[config.mk]
export PLATFORM = sky130hd
export DESIGN_NAME = hex_string_streamer_flat
export DESIGN_NICKNAME = d
export VERILOG_FILES = /design/src/rtl/hex_string_streamer_if.sv /design/src/rtl/hex_string_streamer.sv /design/src/flat_wrapper.sv
export SDC_FILE = /design/constraint.sdc
export NUM_CORES = 1
export LEC_CHECK = 0
export BUFFER_PORTS_ARGS = -buffer_cell sky130_fd_sc_hd__buf_2
export CORE_MARGIN = 5
export CORE_UTILIZATION = 39
export CTS_BUF_LIST = sky130_fd_sc_hd__clkbuf_8
export DETAILED_ROUTE_END_ITERATION = 12
export HOLD_SLACK_MARGIN = 0.15
export SYNTH_ARGS = -nofsm -noshare
export SYNTH_HDL_FRONTEND = slang
export SYNTH_SLANG_ARGS = --single-unit
[constraint.sdc]
create_clock -name clk -period 3.6 [get_ports clk]
set_input_delay 0.36 -clock clk [delete_from_list [all_inputs] [get_ports clk]]
set_output_delay 0.36 -clock clk [all_outputs]
set_load 0.01 [all_outputs]
[src/rtl/hex_string_streamer_if.sv]
// Handshake bundle between the word producer, the hex streamer and the character sink.
interface hex_string_streamer_if #(
  parameter int unsigned WIDTH = 32
);
  logic             in_valid;
  logic             in_ready;
  logic [WIDTH-1:0] in_value;
  logic             upper;
  logic             out_valid;
  logic             out_ready;
  logic [7:0]       out_char;
  logic             out_last;

  modport master (
    output in_valid, in_value, upper, out_ready,
    input  in_ready, out_valid, out_char, out_last
  );

  modport slave (
    input  in_valid, in_value, upper, out_ready,
    output in_ready, out_valid, out_char, out_last
  );
endinterface

[src/rtl/hex_string_streamer.sv]
// Streams a WIDTH-bit word as hex ASCII, MSB nibble first, optionally prefixed by "0x".
// Optional macro HEX_STRING_STREAMER_ZERO_SUPPRESS_EN drops leading zero digits.
module hex_string_streamer #(
  parameter int unsigned WIDTH  = 32,
  parameter bit          PREFIX = 1'b0
) (
  input logic                clk,
  input logic                rst,
  hex_string_streamer_if.slave io
);
  localparam int unsigned NDIGITS = WIDTH / 4;
  localparam int unsigned CW      = (NDIGITS > 1) ? $clog2(NDIGITS) : 1;

  typedef enum logic [1:0] {IDLE, PFX0, PFX1, DIGIT} state_e;

  state_e           state_q, state_d;
  logic [WIDTH-1:0] word_q, word_d;
  logic             upper_q, upper_d;
  logic [CW-1:0]    idx_q, idx_d;
  logic             in_ready_q, in_ready_d;
  logic             out_valid_q, out_valid_d;
  logic [7:0]       out_char_q, out_char_d;
  logic             out_last_q, out_last_d;
  logic [CW-1:0]    start_idx;
  logic [CW-1:0]    idx_dec;

  function automatic logic [7:0] hex_char(input logic [3:0] n, input logic up);
    if (n < 4'd10) return 8'h30 + {4'h0, n};
    // 8'h37 + 10 = "A", 8'h57 + 10 = "a"
    return (up ? 8'h37 : 8'h57) + {4'h0, n};
  endfunction

  function automatic logic [3:0] nib(input logic [WIDTH-1:0] w, input logic [CW-1:0] i);
    logic [WIDTH-1:0] s;
    s = w >> {i, 2'b00};
    return s[3:0];
  endfunction

  // Index of the first digit to emit for the word being offered
  always_comb begin
`ifdef HEX_STRING_STREAMER_ZERO_SUPPRESS_EN
    start_idx = '0;
    for (int unsigned i = 0; i < NDIGITS; i++) begin
      if (io.in_value[4*i +: 4] != 4'h0) start_idx = CW'(i);
    end
`else
    start_idx = CW'(NDIGITS - 1);
`endif
  end

  assign idx_dec = idx_q - CW'(1);

  always_comb begin
    state_d     = state_q;
    word_d      = word_q;
    upper_d     = upper_q;
    idx_d       = idx_q;
    out_valid_d = out_valid_q;
    out_char_d  = out_char_q;
    out_last_d  = out_last_q;

    case (state_q)
      IDLE: begin
        if (io.in_valid && in_ready_q) begin
          word_d      = io.in_value;
          upper_d     = io.upper;
          idx_d       = start_idx;
          out_valid_d = 1'b1;
          if (PREFIX) begin
            state_d    = PFX0;
            out_char_d = 8'h30;
            out_last_d = 1'b0;
          end else begin
            state_d    = DIGIT;
            out_char_d = hex_char(nib(io.in_value, start_idx), io.upper);
            out_last_d = (start_idx == '0);
          end
        end
      end
      PFX0: begin
        if (io.out_ready) begin
          state_d    = PFX1;
          out_char_d = 8'h78;
        end
      end
      PFX1: begin
        if (io.out_ready) begin
          state_d    = DIGIT;
          out_char_d = hex_char(nib(word_q, idx_q), upper_q);
          out_last_d = (idx_q == '0);
        end
      end
      DIGIT: begin
        if (io.out_ready) begin
          if (idx_q == '0) begin
            state_d     = IDLE;
            out_valid_d = 1'b0;
            out_char_d  = 8'h00;
            out_last_d  = 1'b0;
          end else begin
            idx_d      = idx_dec;
            out_char_d = hex_char(nib(word_q, idx_dec), upper_q);
            out_last_d = (idx_dec == '0);
          end
        end
      end
      default: state_d = IDLE;
    endcase

    in_ready_d = (state_d == IDLE);
  end

  always_ff @(posedge clk or posedge rst) begin
    if (rst) begin
      state_q     <= IDLE;
      word_q      <= '0;
      upper_q     <= 1'b0;
      idx_q       <= '0;
      in_ready_q  <= 1'b1;
      out_valid_q <= 1'b0;
      out_char_q  <= 8'h00;
      out_last_q  <= 1'b0;
    end else begin
      state_q     <= state_d;
      word_q      <= word_d;
      upper_q     <= upper_d;
      idx_q       <= idx_d;
      in_ready_q  <= in_ready_d;
      out_valid_q <= out_valid_d;
      out_char_q  <= out_char_d;
      out_last_q  <= out_last_d;
    end
  end

  assign io.in_ready  = in_ready_q;
  assign io.out_valid = out_valid_q;
  assign io.out_char  = out_char_q;
  assign io.out_last  = out_last_q;
endmodule

[src/flat_wrapper.sv]
// flat-port wrapper written by rule: the top's interface ports become plain ports
module hex_string_streamer_flat 
#(
  parameter int unsigned WIDTH  = 32,
  parameter bit          PREFIX = 1'b0
)
  (clk, rst, io_in_valid, io_in_value, io_upper, io_out_ready, io_in_ready, io_out_valid, io_out_char, io_out_last);
  hex_string_streamer_if #(.WIDTH(WIDTH)) io_i ();
  input logic clk;
  input logic rst;
  input wire logic [$bits(io_i.in_valid)-1:0] io_in_valid;
  input wire logic [$bits(io_i.in_value)-1:0] io_in_value;
  input wire logic [$bits(io_i.upper)-1:0] io_upper;
  input wire logic [$bits(io_i.out_ready)-1:0] io_out_ready;
  output wire logic [$bits(io_i.in_ready)-1:0] io_in_ready;
  output wire logic [$bits(io_i.out_valid)-1:0] io_out_valid;
  output wire logic [$bits(io_i.out_char)-1:0] io_out_char;
  output wire logic [$bits(io_i.out_last)-1:0] io_out_last;
  assign io_i.in_valid = io_in_valid;
  assign io_i.in_value = io_in_value;
  assign io_i.upper = io_upper;
  assign io_i.out_ready = io_out_ready;
  assign io_in_ready = io_i.in_ready;
  assign io_out_valid = io_i.out_valid;
  assign io_out_char = io_i.out_char;
  assign io_out_last = io_i.out_last;
  hex_string_streamer #(.WIDTH(WIDTH), .PREFIX(PREFIX)) u_core (.clk(clk), .rst(rst), .io(io_i));
endmodule
==> results.cfg, run 1 <==
[critical_path]
slowest_stage = ha_1
critPathKind = register to register
cp.arrival_ns = 3.25
critical_path.max_fanout = 17
start_kind = register
crit_chain = inv_1 -> ha_1 -> mux2i_1 -> mux4_2 -> ha_1 -> and2_1 -> o21ai_1 -> a31oi_1 -> a311oi_1 -> a21o_1
endpoint_kind = register
crit_required_ns = 3.85
cp_common_cell = ha_1
slowest_delay_ns = 0.78

[layout]
antenna_cells = 0
drive_above_1_share_pct = 21.4
syn_to_final_growth_pct = 12.2
nets = 412
design_area_mm2 = 0.00330
n_fill_cell = 768

[sta]
setup_viol = 0
final.setup.tns_ns = 0
tightest_slew_ns = 1.03
fin_crit_sh_pct = 83.3
maxSlewViolCount = 0
fmax_ghz = 0.334
finClkSkew_ns = 0.00812
hold_viol = 0
fin_crit_ns = 3.00
rsz0062_at_grt = false
max_slew_margin_pct = 31.3

[synthesis]
synth_area_leaders = dfrtp_1 40%, nand2_1 14%, mux4_2 7.7%, mux2i_1 5.1%, a21oi_1 2.6%
synthAdderAreaFrac_pct = 2.56
synthSimpleGateAreaFrac_pct = 22.3
syn-cell-area_mm2 = 0.00294
synthMuxAreaShare_pct = 14.1
synth_top_family_by_area = simple AND/OR/NAND/NOR gates
synth-main-ff-cell = dfrtp_1
synth_xor_area_share_pct = 1.15
synth_most_common_cell = nand2_1
yosysTopAreaCellShare_pct = 40.1
ys_seq_area_share_pct = 40.9
ys_types = 56
yosysWarnings = 0
ys_ff_latch = 48
synth_nets = 377
yosysTopAreaCell = dfrtp_1
synth_cells = 334
synth_compound_area_share_pct = 13.5
postSynthAreaPerCell_um2 = 8.79
synth_edf_count = 0
synthArstFlopShare_pct = 100
synth_commonest_cells = 113 x nand2_1, 47 x dfrtp_1, 15 x a21oi_1, 15 x mux2i_1, 15 x nor2_1

[job]
cap_violations = 0

[outcome]
status = finished, final reports clean

[global_routing]
grt_pass1_vias = 2430
antenna_found_initial = 0
grt_pass1_wl_mm = 12.0
grt-ovfl-total = 0
grt_max_degree = 49
gr-usage-all-layers_pct = 15.4

[place]
dpl-instance-area_mm2 = 0.00320
io_buffers = 46
dp_hpwl_mm = 5.23
gp_congestion = 0.841

[die]
die_x_um = 96.8
start_util_pct = 40.3
dieArea_mm2 = 0.00937
core_area_mm2 = 0.00729
ios = 48
die_h_um = 96.8
rows = 31

[power_and_ir_drop]
powerDensity_mw_per_mm2 = 693
vdd_drop_max_mv = 0.237
p_leak_uw = 0.00165

[drt]
drtIter0Drc = 87
via_per_inst = 5.11
vias = 2395
drcViolationCount = 0
drtAntennaViolNets = 0
routed_wl_mm = 7.02
first_pass_iters = 4
routedWlPerCell_um = 15.0

[clock_network]
hold_buffers = 0
cts-root-buf = clkbuf_8
clk_latency_ns = 0.30
cts_resized = 0
cts.sinks = 48
cts_setup_buffers = 0
cts_buffer_depth = 2
clk_pin_slew_worst_paths_ns = 0.10
cts_made_buffers = 5
cts_tree = built
htree_num_levels = 2

[hold_path]
hp-class = input pin to register
==> area by class of cell <==
class                           count  area, um2  area share [%]
Tap cell                           99        124            3.76
Timing Repair Buffer               50        260            7.90
Inverter                           10       37.5            1.14
Sequential cell                    48       1200            36.5
Multi-Input combinational cell    254       1580            48.0
Clock buffer                        5       68.8            2.09
Clock inverter                      3       22.5           0.683
==> cell families (layout without fill, tap and decap cells) <==
family | after synthesis | in the layout
and+or+nand+nor | 156 | 156
AOI/OAI and AO/OA | 60 | 60
DFF | 48 | 48
buffers and inverters | 32 | 68
muxes | 28 | 28
adders and majority gates | 6 | 6
xor gates and xnor gates | 3 | 3
other | 1 | 1
==> placed cells by master, fill, tap and decap left out, drive strengths merged, types with 3 or more instances in the layout <==
master  count
a31oi       4
ha          6
and2        3
o211ai      5
nor2       15
nand2     113
dfrtp      47
mux4       10
nor3        3
inv        11
mux2        3
o21ai      15
buf        50
a21oi      15
clkbuf      5
nand3       8
nor2b       5
mux2i      15
==> metrics by stage <==
step	hold WS, ns	power (uW)	setup slack, ns	util (%)	std cells
6_report	0.236	2280	0.602	45.2	469
5_1_grt	0.225	2480	0.381	45.2	469
4_1_cts	0.229	2300	0.604	45.2	469
3_5_place_dp	0.466	1960	0.621	43.9	461
3_3_place_gp	0.477	1940	0.699	43.9	461
2_1_floorplan	0.457	1750	0.792	-	334
==> routing by layer <==
| layer | up-vias | share of wire, % | track usage [%] |
|---|---|---|---|
| met5 | - | 0 | 0 |
| met4 | 0 | 0.97 | 3.56 |
| met3 | 6 | 4.0 | 3.38 |
| met2 | 47 | 48 | 24.6 |
| met1 | 1121 | 47 | 21.4 |
| li1 | 1221 | - | - |
==> state kept, by name (all words and copies together) (netlist names) <==
name,cells
u_core.io.out_char,7
u_core.io.out_valid,1
u_core.idx_q,3
u_core.word_q,32
u_core.upper_q,1
u_core.io.in_ready,1
u_core.io.out_last,1
u_core.state_q,2
==> worst paths after layout <==
check | start | end | depth (start not counted) | slack [ns]
setup / recovery | u_core.idx_q[0] | u_core.io.out_char[6] | 10 | 0.60
hold / removal | io_in_value[25] | u_core.word_q[25] | 3 | 0.24
setup reg to reg | u_core.idx_q[0] | u_core.io.out_char[6] | 10 | 0.60
hold reg to reg | u_core.io.out_char[6] | u_core.io.out_char[6] | 1 | 0.49
max in group asynchronous | rst | u_core.io.out_last | 2 | 2.66
min in group asynchronous | rst | u_core.io.out_valid | 2 | 0.29
==> worst max-delay path, delay by kind of cell, from the launching register on <==
family          cells  cell delay (ns)
mux                 2             0.74
buf+inv             1             0.12
fa+ha+maj           2             1.03
flops               1             0.35
simple gates        1             0.16
compound gates      4             0.55
==> power breakdown <==
part           internal [uW]  switching [uW]  leakage [uW]  total [uW]
Clock                    140             195     0.0000485         335
Combinational            513             626      0.000985        1140
Sequential               676             132      0.000614         808
Total                   1330             954       0.00165        2280
Note: power is estimated with default switching activity, not from simulation.
==> inputs of run 2 (changes only) <==
==> constraint.sdc (replaced) <==
create_clock -name clk -period 2.5 [get_ports clk]
set_input_delay 0.25 -clock clk [delete_from_list [all_inputs] [get_ports clk]]
set_output_delay 0.25 -clock clk [all_outputs]
set_load 0.01 [all_outputs]
==> results.cfg, run 2 (synthesis gave the netlist of run 1 again) <==
[drt]
drt-met1-wl_mm = 3.54
vias = 2632
wl_met2_mm = 3.39
drtAntennaViolNets = 0
routed_wl_mm = 7.41
drtIter0Drc = 146
first_pass_iters = 4
dr.max_layer_used = met4
met3_length_um = 378
via_per_inst = 5.14
drcViolationCount = 0
routedWlPerCell_um = 14.5

[die]
die_x_um = 96.8
core_area_mm2 = 0.00729
dieArea_mm2 = 0.00937
start_util_pct = 40.3
ios = 48
die_h_um = 96.8
rows = 31

[clock_network]
htree_num_levels = 2
cts-root-buf = clkbuf_8
clk_pin_slew_worst_paths_ns = 0.09
cts_buffer_depth = 2
cts.sinks = 48
cts_tree = built
cts_made_buffers = 5
clk_latency_ns = 0.30

[layout]
layout_common_cells = 113 x nand2_1, 47 x dfrtp_1, 46 x buf_2
largest-register = u_core.word_q
nets = 456
layout_commonest_cell = nand2_1
design_area_mm2 = 0.00380
final_core_util_pct = 52.1
syn_to_final_growth_pct = 29.3
antenna_cells = 0
drive_above_1_share_pct = 24.5
largest_register_ffs = 32

[critical_path]
reg2reg_depth = 9
endpoint_kind = register
slowest_stage = mux4_2
crit_chain = buf_4 -> mux4_2 -> mux2_2 -> inv_2 -> ha_1 -> nand3_1 -> or3_1 -> a21oi_1 -> o32a_1
critical_path.max_fanout = 17
cp.arrival_ns = 2.68
crit_required_ns = 2.75
slowest_delay_ns = 0.52
start_kind = register
critPathKind = register to register

[outcome]
status = finished, final reports clean

[job]
cap_violations = 0

[power_and_ir_drop]
p_total_uw = 3880
vdd_drop_max_mv = 0.404
powerDensity_mw_per_mm2 = 1020
p_leak_uw = 0.00185

[sta]
tightest_slew_ns = 0.559
max_slew_margin_pct = 62.7
fin_crit_ns = 2.43
setup_viol = 0
setup_slack_ns = 0.0732
finClkSkew_ns = 0.00949
maxSlewViolCount = 0
fmax_ghz = 0.412
rsz0062_at_grt = true
fin_crit_sh_pct = 97.1
hold_viol = 0

[place]
gp_congestion = 0.912
io_buffers = 46
dpl-instance-area_mm2 = 0.00332
dp_hpwl_mm = 5.33
pre_cts_ws_ns = 0.0479

[hold_path]
min_path_cells = 3
hp-class = input pin to register

[global_routing]
antenna_found_initial = 0
grt_max_degree = 39
grt_pass1_vias = 2544
grt_pass1_wl_mm = 12.6
gr-usage-all-layers_pct = 16.1
grt-ovfl-total = 0
[run 2: layout make-up]
cell class	count	area, um2
clock buffers	5	68.8
clock inverters	2	60.1
fillers	706	3490
inverters	10	41.3
multi-input cells	254	1630
flip-flops and latches	48	1200
well taps	99	124
repair buffers	94	667
[run 2: through the flow]
step,hold WS [ns],setup TNS (ns),cells
3_3_place_gp,0.324,0,473
5_1_grt,0.298,-0.294,512
4_1_cts,0.151,0,508
3_5_place_dp,0.334,0,473
6_report,0.263,0,512
2_1_floorplan,0.355,-0.278,334
[run 2: critical path, delay by kind of cell, from the launching register on]
| family | cells | cell delay (ns) |
|---|---|---|
| fa+ha+maj | 1 | 0.15 |
| flops | 1 | 0.40 |
| simple gates | 2 | 0.40 |
| mux | 2 | 0.81 |
| compound gates | 2 | 0.30 |
| buf+inv | 2 | 0.33 |
[run 2: metal layers]
layer	vias up	track usage, %
met5	-	0
met1	1247	22.7
met4	0	4.32
met3	8	3.88
li1	1309	-
met2	68	24.7
[run 2: report_power, final]
group | total (uW) | switching (uW) | internal [uW]
Combinational | 2070 | 1030 | 1040
Sequential | 1150 | 178 | 974
Clock | 661 | 267 | 394
Total | 3880 | 1480 | 2410
[run 2: path summary, 6_finish.rpt]
path	slack [ns]	to	start
setup / recovery	0.07	u_core.io.out_char[2]	u_core.idx_q[0]
hold / removal	0.26	u_core.upper_q	io_upper
setup reg to reg	0.07	u_core.io.out_char[2]	u_core.idx_q[0]
hold reg to reg	0.49	u_core.io.out_char[6]	u_core.io.out_char[6]
max in group asynchronous	1.24	u_core.word_q[19]	rst
min in group asynchronous	0.54	u_core.io.out_char[1]	rst
[run 2: what timing repair did]
action | CTS | global route
hold buffers | 28 | 1
hold endpoints to repair | 50 | 1
buffers inserted | 0 | 3
setup endpoints to repair | 0 | 7
gates resized for setup | 0 | 8
